File: config.mk
export PLATFORM = sky130hd
export DESIGN_NAME = uart_tx_fifo_ctrl
export DESIGN_NICKNAME = d
export VERILOG_FILES = /design/src/rtl/uart_pkg.sv /design/src/rtl/uart_byte_fifo.sv /design/src/rtl/uart_tx_fifo_ctrl.sv
export SDC_FILE = /design/constraint.sdc
export NUM_CORES = 1
export LEC_CHECK = 0
export BUFFER_PORTS_ARGS = -buffer_cell sky130_fd_sc_hd__buf_2
export CORE_AREA = 2 2 69 84
export CTS_BUF_LIST = sky130_fd_sc_hd__clkbuf_4
export CTS_CLUSTER_DIAMETER = 100
export DETAILED_ROUTE_END_ITERATION = 10
export DIE_AREA = 0 0 71 86
export PLACE_DENSITY = 0.81
export SKIP_CTS_REPAIR_TIMING = 1
export SYNTH_ARGS = -nofsm -noshare
export SYNTH_HDL_FRONTEND = slang
export SYNTH_SLANG_ARGS = --single-unit
File: constraint.sdc
create_clock -name i_Clock -period 3.98 [get_ports i_Clock]
set_input_delay 0.597 -clock i_Clock [delete_from_list [all_inputs] [get_ports i_Clock]]
set_output_delay 0.597 -clock i_Clock [all_outputs]
set_load 0.01 [all_outputs]
File: src/rtl/uart_pkg.sv
// Shared UART definitions: line-state encodings common to the TX and RX sides,
// default bit timing and frame geometry.
package uart_pkg;

  typedef enum logic [2:0] {
    IDLE         = 3'b000,
    TX_START_BIT = 3'b001,
    TX_DATA_BITS = 3'b010,
    TX_STOP_BIT  = 3'b011
  } uart_state_t;

  localparam int DEFAULT_CLKS_PER_BIT = 217;
  localparam int FRAME_BITS           = 10;
  localparam int DATA_BITS            = 8;

endpackage

File: src/rtl/uart_byte_fifo.sv
// Byte-wide circular FIFO with a full-range occupancy count; writes while full
// and pops while empty are ignored.
module uart_byte_fifo #(
  parameter int DEPTH = 4
) (
  input  logic                     clk,
  input  logic                     rst_n,
  input  logic                     wr_en,
  input  logic [7:0]               wr_data,
  input  logic                     pop,
  output logic [7:0]               head,
  output logic [$clog2(DEPTH):0]   count,
  output logic                     full,
  output logic                     empty
);

  localparam int PTR_W = $clog2(DEPTH);
  localparam int CNT_W = PTR_W + 1;

  logic [7:0]       mem [DEPTH];
  logic [PTR_W-1:0] wr_ptr;
  logic [PTR_W-1:0] rd_ptr;
  logic             do_wr;
  logic             do_pop;

  assign full   = (count == CNT_W'(DEPTH));
  assign empty  = (count == '0);
  assign do_wr  = wr_en && !full;
  assign do_pop = pop && !empty;
  assign head   = mem[rd_ptr];

  // NOTE: storage has no reset; count gates every read, so stale bytes are never visible.
  always_ff @(posedge clk) begin
    if (do_wr) mem[wr_ptr] <= wr_data;
  end

  // NOTE: sequential state uses non-blocking assignments so every register samples pre-edge values.
  always_ff @(posedge clk or negedge rst_n) begin
    if (!rst_n) begin
      wr_ptr <= '0;
      rd_ptr <= '0;
      count  <= '0;
    end else begin
      // Power-of-two depth: pointers wrap naturally at their width.
      if (do_wr)  wr_ptr <= wr_ptr + PTR_W'(1);
      if (do_pop) rd_ptr <= rd_ptr + PTR_W'(1);
      case ({do_wr, do_pop})
        2'b10:   count <= count + CNT_W'(1);
        2'b01:   count <= count - CNT_W'(1);
        default: count <= count;
      endcase
    end
  end

endmodule

File: src/rtl/uart_tx_fifo_ctrl.sv
// 8N1 UART transmitter fed by a byte FIFO; FSM, bit timing and shift register live here,
// and every line-side output is registered one clock behind the state that selects it.
module uart_tx_fifo_ctrl
  import uart_pkg::*;
#(
  parameter int CLKS_PER_BIT = DEFAULT_CLKS_PER_BIT,
  parameter int FIFO_DEPTH   = 4
) (
  input  logic                          i_Clock,
  input  logic                          i_Rst_n,
  input  logic                          i_TX_DV,
  input  logic [7:0]                    i_TX_Byte,
  output logic                          o_TX_Ready,
  output logic                          o_TX_Serial,
  output logic                          o_TX_Active,
  output logic                          o_TX_Done,
  output logic [$clog2(FIFO_DEPTH):0]   o_FIFO_Count
);

  localparam int                 CNT_W    = $clog2(CLKS_PER_BIT);
  localparam logic [CNT_W-1:0]   LAST_CLK = CNT_W'(CLKS_PER_BIT - 1);
  localparam logic [2:0]         LAST_BIT = 3'(DATA_BITS - 1);

  uart_state_t      state;
  logic [CNT_W-1:0] clk_cnt;
  logic [2:0]       bit_index;
  logic [7:0]       shift;
  logic [7:0]       fifo_head;
  logic             fifo_full;
  logic             fifo_empty;
  logic             pop;

  assign pop        = (state == IDLE) && !fifo_empty;
  assign o_TX_Ready = !fifo_full;

  uart_byte_fifo #(
    .DEPTH (FIFO_DEPTH)
  ) u_fifo (
    .clk     (i_Clock),
    .rst_n   (i_Rst_n),
    .wr_en   (i_TX_DV),
    .wr_data (i_TX_Byte),
    .pop     (pop),
    .head    (fifo_head),
    .count   (o_FIFO_Count),
    .full    (fifo_full),
    .empty   (fifo_empty)
  );

  always_ff @(posedge i_Clock or negedge i_Rst_n) begin
    if (!i_Rst_n) begin
      state       <= IDLE;
      clk_cnt     <= '0;
      bit_index   <= '0;
      shift       <= '0;
      o_TX_Serial <= 1'b1;
      o_TX_Active <= 1'b0;
      o_TX_Done   <= 1'b0;
    end else begin
      o_TX_Done <= 1'b0;
      case (state)
        IDLE: begin
          o_TX_Serial <= 1'b1;
          o_TX_Active <= 1'b0;
          if (!fifo_empty) begin
            shift     <= fifo_head;
            clk_cnt   <= '0;
            bit_index <= '0;
            state     <= TX_START_BIT;
          end
        end
        TX_START_BIT: begin
          o_TX_Serial <= 1'b0;
          o_TX_Active <= 1'b1;
          if (clk_cnt == LAST_CLK) begin
            clk_cnt <= '0;
            state   <= TX_DATA_BITS;
          end else begin
            clk_cnt <= clk_cnt + CNT_W'(1);
          end
        end
        TX_DATA_BITS: begin
          o_TX_Serial <= shift[bit_index];
          o_TX_Active <= 1'b1;
          if (clk_cnt == LAST_CLK) begin
            clk_cnt <= '0;
            if (bit_index == LAST_BIT) begin
              state <= TX_STOP_BIT;
            end else begin
              bit_index <= bit_index + 3'd1;
            end
          end else begin
            clk_cnt <= clk_cnt + CNT_W'(1);
          end
        end
        TX_STOP_BIT: begin
          o_TX_Serial <= 1'b1;
          o_TX_Active <= 1'b1;
          if (clk_cnt == LAST_CLK) begin
            // Registered here, so the pulse lands on the final clock of the stop bit on the line.
            o_TX_Done <= 1'b1;
            clk_cnt   <= '0;
            state     <= IDLE;
          end else begin
            clk_cnt <= clk_cnt + CNT_W'(1);
          end
        end
        default: state <= IDLE;
      endcase
    end
  end

endmodule

# Yosys cells after proc, flatten, opt, wreduce, memory -nomap -nowiden
# Memories as Yosys holds them, arrays and structs flattened. A register that Yosys moved wholly into a read port is not among the register bits.
# Index checks and enable logic that the tools add are counted.
# totals
regBits	24
output_inout_bits	7
mem_count	1
word_cells	72
latchBits	0
rom_bits	0
ram_bits	32
inputBits	11
# classes
magnitude_cmp	1
n_reduce_logical	18
bitwise_logic	1
mul	0
add_sub_neg	6
shifts	0
n_div	0
eq_ne	14
mux	22
# memory_table
memory	depth	word_bits	read_ports	rd_ports_with_merged_regs	wr	line_no	rtl
u_fifo.mem	4	8	1	1	1	uart_byte_fifo.sv:20	logic [7:0] mem [DEPTH];
# op_table
op	n
$mux W3	8
$mux W8	2
$pmux W8 S2	1
$ne A2 B2 Y1 const B	6
$pmux W3 S2	2
$pmux W3 S4	1
$add A8 B1 Y8 const B	1
$eq A8 B8 Y1 const B	1
$add A3 B1 Y3 const B	2
$eq A3 B2 Y1 const B	2
$eq A3 B3 Y1 const B	2
$logic_not A3 Y1	2
$reduce_bool A2 Y1	3
$mux W1	5
$reduce_and A5 Y1	1
$add A2 B1 Y2 const B	2
$lt A3 B4 Y1 const B	1
$reduce_and A2 Y1	2
$reduce_and A4 Y1	1
$bmux W1 S3	1
$eq A3 B1 Y1 const B	1
$logic_and A1 B1 Y1	3
$logic_not A1 Y1	3
$pmux W1 S3	1
8 further kinds	8

# Longest topological paths before layout
# Gate-level depths: netlist (run 1).
# logic_depth
ltp_word	6
ltp_mapped	10
mapped_depth_nobuf	10

# Hierarchy
# A second synthesis (run 1) with hierarchy kept.
# unflattened
cells_unflattened	204
hier_area_um2	2956.6
# modules_own_cells
module	cells_each	instances	area_each_um2	seq_area_each_um2
uart_byte_fifo	79	1	1592.8	1136.1
uart_tx_fifo_ctrl	125	1	1363.8	601.8

# Least setup slack after synthesis (run 1)
# No wires, ideal clock.
# synth_path
kind	reg-to-reg
startpoint	register state[0]
endpoint	register u_fifo.count[2]
t_arrival_ps	2108
setup_slack_ps	1792
path_buffers	0
t_required_ps	3900
period_less_slack_ps	2188
stages_incl_launch_ff	11
setup_time_ps	80
path_cell_list	dfrtp_1 -> inv_1 -> ha_1 -> o31ai_4 -> inv_2 -> ha_1 -> inv_1 -> fa_1 -> xor2_1 -> nor2_1 -> xor2_1
# synth_via
elab_chain_cells	5
elab_cells_between_ends	7
cone_classes	eq/ne (2); mux (1); reduce/logical (4)
# synth_rtl
item	line_no	rtl
start, declared	uart_tx_fifo_ctrl.sv:24	uart_state_t state;
start signal, assigned	uart_tx_fifo_ctrl.sv:52	state <= IDLE;
start signal, assigned	uart_tx_fifo_ctrl.sv:69	state <= TX_START_BIT;
start signal, assigned	uart_tx_fifo_ctrl.sv:77	state <= TX_DATA_BITS;
$logic_not A3 Y1 (*)	uart_tx_fifo_ctrl.sv:33	assign pop = (state == IDLE) && !fifo_empty;
$logic_and A1 B1 Y1 (*)	uart_tx_fifo_ctrl.sv:33	
net pop	uart_tx_fifo_ctrl.sv:31	logic pop;
$logic_and A1 B1 Y1 (*)	uart_byte_fifo.sv:29	assign do_pop = pop && !empty;
$eq A2 B1 Y1 / $eq A2 B2 Y1 (equally long branches)	uart_byte_fifo.sv:47	case ({do_wr, do_pop})
$pmux W3 S2 / $reduce_bool A2 Y1 (equally long branches)	-	
end signal, assigned	uart_byte_fifo.sv:48	2'b10: count <= count + CNT_W'(1);
end signal, assigned	uart_byte_fifo.sv:49	2'b01: count <= count - CNT_W'(1);
end signal, assigned	uart_byte_fifo.sv:50	default: count <= count;
end, declared	uart_byte_fifo.sv:12	output logic [$clog2(DEPTH):0] count,
# Mark *: on every way through the listed nets, which the timed path passes. The rest lies on a longest branch.
# A chain may end at the register's enable or synchronous reset.

# Worst setup path in the final report (run 1)
# layout_path
startpoint	register state[1]
endpoint	register u_fifo.count[2]
# Same word-level chain as after synthesis.

==> results.sh, run 1 <==
export IMPL_grt_pass1_vias=1693
export IMPL_remaining_drc_errors=0
export IMPL_io_pins=18
export IMPL_synth_top_area_share_pct=33.0
export IMPL_syn_area_per_cell_um2=13.8
export IMPL_synth_edff_count=32
export IMPL_clock_sinks=63
export IMPL_start_util_pct=55.3
export IMPL_root_buffer="clkbuf_4"
export IMPL_end_kind="flip-flop"
export IMPL_min_period_ns=2.44
export IMPL_vias_per_cell=5.61
export IMPL_track_usage_pct=17.5
export IMPL_slew_violations=0
export IMPL_die_h_um=86
export IMPL_fin_crit_sh_pct=61.3
export IMPL_num_rows=29
export IMPL_antenna_left=0
export IMPL_synth_area_um2=2910
export IMPL_tns_ns=0
export IMPL_power_leakage_uw=0.00139
export IMPL_grt_overflow=0
export IMPL_synth_nets=239
export IMPL_synth_common_cells="nand2_1, edfxtp_1, dfrtp_1"
export IMPL_synth_most_common_cell="nand2_1"
export IMPL_power_density_nw_per_um2=743
export IMPL_arrival_ns=2.78
export IMPL_power_uw=2410
export IMPL_max_slew_margin_pct=56.1
export IMPL_gp_congestion=0.813
export IMPL_nets=265
export IMPL_crit_slowest_cell="dfrtp_1"
export IMPL_worst_slew_pin_slew_ns=0.658
export IMPL_finalHoldViolations=0
export IMPL_cts_tree="yes"
export IMPL_synth_cells=211
export IMPL_crit_type="flip-flop to flip-flop"
export IMPL_whs_ns=0.198
export IMPL_die_area_um2=6110
export IMPL_yosys_cell_types_count=40
export IMPL_vias=1704
export IMPL_ys_warn_count=0
export IMPL_port_buffers=17
export IMPL_critPathMaxFanout=10
export IMPL_async_flop_share_pct=49.2
export IMPL_critPathRequiredTime_ns=4.32
export IMPL_path_clk_slew_ns=0.12
export IMPL_cts_htree_levels=3
export IMPL_avgRoutedWirePerCell_um=15.7
export IMPL_cap_violations=0
export IMPL_cts_buffer_depth=2
export IMPL_yosys_most_used_dff="edfxtp_1"
export IMPL_first_pass_iters=4
export IMPL_skew_ns=0.00933
export IMPL_clock_latency_ns=0.41
export IMPL_holdCritPathClass="primary input to asynchronous set/reset pin"
export IMPL_diodes=0
export IMPL_setup_viol=0
export IMPL_place_area_um2=3060
export IMPL_startpoint_type="flip-flop"
export IMPL_worst_path_largest_cell_delay_ns=0.44
export IMPL_rsz0062_at_grt="no"
export IMPL_antenna_found_initial=0
export IMPL_wl_mm=4.78
export IMPL_drt_iter0_drc=73
export IMPL_syn2layout_area_growth_pct=11.2
export IMPL_fmax_mhz=410
export IMPL_cts_made_buffers=9
export IMPL_ys_ff_latch=63
export IMPL_seq_area_frac_synth_pct=59.7
export IMPL_grt_first_pass_wirelength_mm=8.12
export IMPL_coreArea_um2=5260
export IMPL_path_cells="inv_1 > ha_1 > o31ai_4 > inv_2 > ha_1 > inv_1 > fa_1 > xor2_1 > nor2_1 > xor2_1"
export IMPL_die_x_um=71
export IMPL_vdd_drop_max_uv=420
export IMPL_yosys_area_top_type="edfxtp_1"
export IMPL_finish_instance_area_um2=3240
export IMPL_layout_drive_gt1_share_pct=22.7
export IMPL_dp_hpwl_mm=3.46
export IMPL_grt_max_degree=32
export IMPL_synthTopCellsByArea="edfxtp_1, dfrtp_1, mux4_2"
export IMPL_outcome="complete, no violations"
-- final timing paths --
path | from | endpoint | cells after the start | slack (ns)
worst max-delay path | state[1] | u_fifo.count[2] | 10 | 1.54
worst min-delay path | i_Rst_n | clk_cnt[0] | 1 | 0.20
worst max register to register | state[1] | u_fifo.count[2] | 10 | 1.54
worst min register to register | shift[6] | shift[6] | 2 | 0.48
max in group asynchronous | i_Rst_n | state[1] | 1 | 3.35
min in group i_Clock | i_TX_Byte[6] | u_fifo.mem[1][6] | 1 | 0.39
-- metrics by stage --
stage / instances / worst slack (ns) / util [%]
finish: 304 / 1.54 / 61.5
global route: 304 / 1.30 / 61.5
CTS: 304 / 1.53 / 61.5
detailed placement: 288 / 1.56 / 58.2
global placement: 288 / 1.66 / 58.2
floorplan: 211 / 1.79 / -
-- flip-flops by register name, indices dropped and copies added, names as in the netlist --
name / flops
u_fifo.count: 3
u_fifo.wr_ptr: 2
o_TX_Active: 1
o_TX_Done: 1
o_TX_Serial: 1
shift: 8
u_fifo.rd_ptr: 2
state: 2
u_fifo.mem: 32
bit_index: 3
clk_cnt: 8
-- power breakdown --
group	leakage (µW)	internal (µW)	switching (µW)	total, µW
clock network	0.0000915	263	259	522
registers	0.000680	890	180	1070
logic	0.000623	387	426	813
total	0.00139	1540	865	2410
-- cell type report --
cell class | instances | area [µm²]
fill | 404 | 2030
sequential | 63 | 1740
multi-input combinational | 130 | 1100
clock inverter | 7 | 104
timing repair buffer | 17 | 85.1
tap | 62 | 77.6
clock buffer | 9 | 67.6
inverter | 16 | 60.1
-- cells by family (layout without fill, tap and decap cells) --
group	count (synthesis)	after routing	share of synthesized area [%]
and+or+nand+nor	67	67	12.4
DFF	63	63	59.7
AOI/OAI and AO/OA	21	21	5.12
muxes	19	19	11.0
buffers and inverters	18	49	2.36
adders and majority gates	17	17	7.57
xor gates and xnor gates	6	6	1.81
-- critical path, delay by kind of cell, from the launching register on --
kind / cells / cell delay [ns]
buffers and inverters: 3 / 0.38
AND/OR/NAND/NOR: 1 / 0.11
adder cells (fa/ha/maj): 3 / 0.93
flip-flops: 1 / 0.44
XOR/XNOR: 2 / 0.30
AO/OA/AOI/OAI: 1 / 0.20
-- cells in the final DEF (no fill, tap or decap), types with 2 or more instances in the layout --
master     count
nor2_1         4
xor2_1         2
a21oi_1        5
clkbuf_4       9
a21o_1         2
a22o_1         2
inv_1         15
xnor2_1        4
mux4_2        10
o21ai_0        6
mux2i_1        5
edfxtp_1      32
dfrtp_1       30
clkinv_4       2
buf_2         17
inv_6          3
ha_1          16
and3_1         5
nand3_1        5
mux2_2         4
bufinv_16      2
nand2_1       35
nor3_1         5
nand3b_1       3
-- layer usage --
metal | wire (µm) | GRT usage [%] | vias up
li1 | - | - | 820
met1 | 2020 | 21.5 | 845
met2 | 2500 | 29.7 | 31
met3 | 164 | 3.64 | 8
met4 | 84 | 8.23 | 0
met5 | 0 | 0 | -
Power figures use the tool's default switching activity.
==> inputs of run 2 (changes only) <==
clock period = 2.33 ns   (was 3.98 ns; I/O delays follow)
==> results.sh, run 2 (synthesis results as in run 1) <==
export IMPL_outcome="complete, no violations"
export IMPL_largest_register_ffs=32
export IMPL_gp_congestion=0.805
export IMPL_start_util_pct=55.3
export IMPL_power_uw=3960
export IMPL_seqCellArea_um2=1740
export IMPL_final_common_cell="nand2_1"
export IMPL_die_area_um2=6110
export IMPL_startpoint_type="flip-flop"
export IMPL_root_buffer="clkbuf_4"
export IMPL_fmax_mhz=460
export IMPL_path_cells="inv_1 > nand3_2 > and2_1 > inv_1 > ha_1 > inv_1 > fa_1 > xor2_1 > nor2_1 > xor2_1"
export IMPL_cts_htree_levels=3
export IMPL_finalHoldViolations=0
export IMPL_cts_buffer_depth=2
export IMPL_vias=1721
export IMPL_critPathRequiredTime_ns=2.67
export IMPL_port_buffers=17
export IMPL_grt_overflow=0
export IMPL_r2r_slack_ns=0.16
export IMPL_holdPathEnd="u_fifo.mem[3][6]"
export IMPL_num_rows=29
export IMPL_layout_drive_gt1_share_pct=25.6
export IMPL_worst_slew_pin_slew_ns=0.705
export IMPL_vias_per_cell=5.59
export IMPL_setup_viol=0
export IMPL_cp_common_cell="inv_1"
export IMPL_wl_mm=4.91
export IMPL_pre_cts_slack_ns=0.0812
export IMPL_die_h_um=86
export IMPL_vdd_drop_max_uv=862
export IMPL_holdCritPathClass="primary input to flip-flop"
export IMPL_setup_slack_ns=0.156
export IMPL_grt_max_degree=32
export IMPL_remaining_drc_errors=0
export IMPL_diodes=0
export IMPL_power_density_nw_per_um2=1230
export IMPL_grt_first_pass_wirelength_mm=8.35
export IMPL_largest_register="u_fifo.mem"
export IMPL_avgRoutedWirePerCell_um=16.0
export IMPL_tns_ns=0
export IMPL_crit_type="flip-flop to flip-flop"
export IMPL_crit_slowest_cell="dfrtp_2"
export IMPL_cap_violations=0
export IMPL_r2r_start="u_fifo.count[0]"
export IMPL_worst_r2r_path_depth=10
export IMPL_track_usage_pct=18.4
export IMPL_drt_iter0_drc=63
export IMPL_die_x_um=71
export IMPL_min_period_ns=2.17
export IMPL_critPathMaxFanout=6
export IMPL_clock_latency_ns=0.41
export IMPL_worst_path_largest_cell_delay_ns=0.49
export IMPL_first_pass_iters=4
export IMPL_io_pins=18
export IMPL_filler_cell_count=402
export IMPL_syn2layout_area_growth_pct=11.2
export IMPL_top_regs="u_fifo.mem x32, clk_cnt x8, shift x8"
export IMPL_cts_tree="yes"
export IMPL_slew_violations=0
export IMPL_cts_made_buffers=9
export IMPL_end_kind="flip-flop"
export IMPL_antenna_found_initial=0
export IMPL_final_cell_mix="nand2_1, edfxtp_1, dfrtp_1"
export IMPL_grt_pass1_vias=1796
export IMPL_whs_ns=0.145
export IMPL_path_clk_slew_ns=0.12
export IMPL_clock_sinks=63
export IMPL_coreArea_um2=5260
export IMPL_power_leakage_uw=0.00139
export IMPL_fin_crit_sh_pct=93.3
export IMPL_multi_input_area_um2=1110
export IMPL_skew_ns=0.0105
export IMPL_r2r_end="u_fifo.count[2]"
export IMPL_antenna_left=0
export IMPL_dp_hpwl_mm=3.50
export IMPL_whs_path_depth=1
export IMPL_arrival_ns=2.51
export IMPL_max_slew_margin_pct=53.0
export IMPL_nets=269
export IMPL_min_from="i_TX_Byte[6]"
## run 2: critical path, delay by kind of cell (launching register included)
kind	cells	cell delay, ns
xor+xnor	2	0.33
buf+inv	3	0.26
simple gates	3	0.48
flops	1	0.49
fa+ha+maj	2	0.54
## run 2: layout make-up
type | count | share of cell area [%]
Inverter | 16 | 1.86
Clock inverter | 7 | 1.86
Clock buffer | 9 | 2.09
Multi-Input combinational cell | 130 | 34.3
Tap cell | 62 | 2.40
Timing Repair Buffer | 21 | 3.63
Sequential cell | 63 | 53.8
## run 2: where the power goes
part | internal, µW | switching (µW) | leakage (µW)
clock network | 237 | 444 | 0.0000679
registers | 1530 | 304 | 0.000677
logic | 700 | 754 | 0.000642
## run 2: worst max-delay path by stage
stage	from	to	slack, ns	depth (start not counted)
6_report	u_fifo.count[0]	u_fifo.count[2]	0.16	10
4_1_cts	u_fifo.count[0]	u_fifo.count[2]	0.05	10
5_1_grt	u_fifo.count[0]	u_fifo.count[2]	-0.01	10
2_1_floorplan	state[0]	u_fifo.count[2]	0.14	10
3_5_place_dp	u_fifo.count[0]	u_fifo.count[2]	0.08	10
3_3_place_gp	u_fifo.count[0]	u_fifo.count[2]	0.23	10
## run 2: metal layers
metal	vias up	wire, µm	track usage, %	part of all wire (%)
met5	-	0	0	0
met2	28	2630	31.9	54
li1	830	-	-	-
met1	853	2000	21.1	41
met4	0	124	7.72	2.5
met3	10	162	5.88	3.3
## run 2: per-stage QoR
stage               util, %  instances  instance area (µm²)
floorplan                 -        211                 2910
global placement       58.5        290                 3080
detailed placement     58.5        290                 3080
CTS                    61.0        306                 3210
global route           61.5        308                 3240
finish                 61.5        308                 3240
==> inputs of run 3 (changes only) <==
CELL_PAD_IN_SITES_DETAIL_PLACEMENT = 1   (was not set)
CELL_PAD_IN_SITES_GLOBAL_PLACEMENT = 1   (was not set)
CORE_AREA = 2 2 72 87   (was 2 2 69 84)
DIE_AREA = 0 0 74 89   (was 0 0 71 86)
PLACE_DENSITY = 0.88   (was 0.81)
==> results.sh, run 3 (synthesis results as in run 1) <==
export IMPL_outcome="complete, no violations"
export IMPL_tns_ns=0
export IMPL_crit_slowest_cell="o31ai_4"
export IMPL_startpoint_type="flip-flop"
export IMPL_die_h_um=89
export IMPL_worst_path_largest_cell_delay_ns=0.50
export IMPL_die_area_um2=6590
export IMPL_slew_violations=0
export IMPL_final_common_cell="nand2_1"
export IMPL_diodes=0
export IMPL_final_util_pct=58.8
export IMPL_final_cell_mix="nand2_1, edfxtp_1, dfrtp_1"
export IMPL_grt_max_degree=32
export IMPL_critPathRequiredTime_ns=2.64
export IMPL_clock_latency_ns=0.40
export IMPL_first_pass_iters=4
export IMPL_power_uw=4290
export IMPL_start_util_pct=51.3
export IMPL_power_leakage_uw=0.00142
export IMPL_holdCritPathClass="primary input to flip-flop"
export IMPL_cts_htree_levels=3
export IMPL_vdd_drop_max_uv=706
export IMPL_power_density_nw_per_um2=1290
export IMPL_worst_slew_pin_slew_ns=0.694
export IMPL_fin_crit_sh_pct=95.4
export IMPL_worst_path_buf_inv=3
export IMPL_vias_per_cell=5.37
export IMPL_grt_overflow=0
export IMPL_clock_sinks=63
export IMPL_track_usage_pct=19.2
export IMPL_placed_cells=309
export IMPL_io_pins=18
export IMPL_min_period_ns=2.22
export IMPL_critPathMaxFanout=10
export IMPL_fmax_mhz=450
export IMPL_port_buffers=17
export IMPL_cts_made_buffers=9
export IMPL_crit_type="flip-flop to flip-flop"
export IMPL_avgRoutedWirePerCell_um=17.2
export IMPL_cts_tree="yes"
export IMPL_root_buffer="clkbuf_4"
export IMPL_nets=273
export IMPL_largest_register="u_fifo.mem"
export IMPL_crit_family="compound AO/OA/AOI/OAI gates"
export IMPL_gp_congestion=0.784
export IMPL_setup_viol=0
export IMPL_instances_no_fill=330
export IMPL_antenna_left=0
export IMPL_highest_layer="met4"
export IMPL_wl_met3_um=146
export IMPL_grt_pass1_vias=1892
export IMPL_largest_register_ffs=32
export IMPL_max_slew_margin_pct=53.8
export IMPL_finalHoldViolations=0
export IMPL_wl_mm=5.66
export IMPL_antenna_found_initial=0
export IMPL_cts_buffer_depth=2
export IMPL_layout_drive_gt1_share_pct=27.6
export IMPL_path_clk_slew_ns=0.12
export IMPL_vias=1772
export IMPL_wl_met1_mm=2.23
export IMPL_path_cells="buf_4 > o31ai_4 > inv_2 > ha_1 > inv_1 > fa_1 > o21ai_0"
export IMPL_num_rows=30
export IMPL_skew_ns=0.00990
export IMPL_end_kind="flip-flop"
export IMPL_coreArea_um2=5670
export IMPL_dp_hpwl_mm=3.93
export IMPL_grt_first_pass_wirelength_mm=9.14
export IMPL_syn2layout_area_growth_pct=14.4
export IMPL_remaining_drc_errors=0
export IMPL_drt_iter0_drc=46
export IMPL_die_x_um=74
export IMPL_wl_met2_mm=3.14
export IMPL_top_regs="u_fifo.mem x32, clk_cnt x8, shift x8"
export IMPL_cap_violations=0
export IMPL_arrival_ns=2.54
run 3: cell count changes in the layout (fill, tap and decap cells not counted):
cell       delta
buf_4         +4
bufinv_16     +2
inv_1         -2
inv_2         +2
clkinv_4      -1
inv_6         -1
run 3: metal layers:
layer / up-vias / global-route usage, %
met5: - / 0
met4: 0 / 8.10
met3: 13 / 5.19
met2: 22 / 34.5
met1: 905 / 21.4
li1: 832 / -
run 3: path summary, 6_finish.rpt:
check                                     start               end  slack (ns)  cells past startpoint
max in group asynchronous               i_Rst_n   u_fifo.count[2]        1.32                      2
worst min register to register         shift[0]          shift[0]        0.49                      2
worst min-delay path               i_TX_Byte[1]  u_fifo.mem[0][1]        0.15                      1
worst max register to register  u_fifo.count[1]   u_fifo.count[1]        0.11                      7
min in group asynchronous               i_Rst_n        clk_cnt[1]        0.52                      2
worst max-delay path            u_fifo.count[1]   u_fifo.count[1]        0.11                      7
run 3: metrics by stage:
step | hold WS, ns | setup WS, ns | area [µm²]
final | 0.155 | 0.107 | 3330
after global routing | 0.115 | -0.0177 | 3330
after CTS | -0.0196 | 0.0568 | 3280
after detailed placement | 0.439 | 0.104 | 3110
after global placement | 0.435 | 0.260 | 3110
after floorplan | 0.0539 | 0.142 | 2910
run 3: area by class of cell:
cell class	count	area [µm²]
clock buffers	9	67.6
well taps	80	100
multi-input cells	130	1110
fillers	569	2340
repair buffers	25	148
clock inverters	7	103
inverters	16	60.1
flip-flops and latches	63	1740
run 3: worst reg2reg max path, cell delays in order (launching register included):
cell	delay [ns]
dfrtp_2	0.46
buf_4	0.15
o31ai_4	0.50
inv_2	0.09
ha_1	0.25
inv_1	0.07
fa_1	0.40
o21ai_0	0.21
run 3: where the power goes:
part	internal, µW	switching [µW]
clock network	448	439
registers	1530	286
logic	748	838
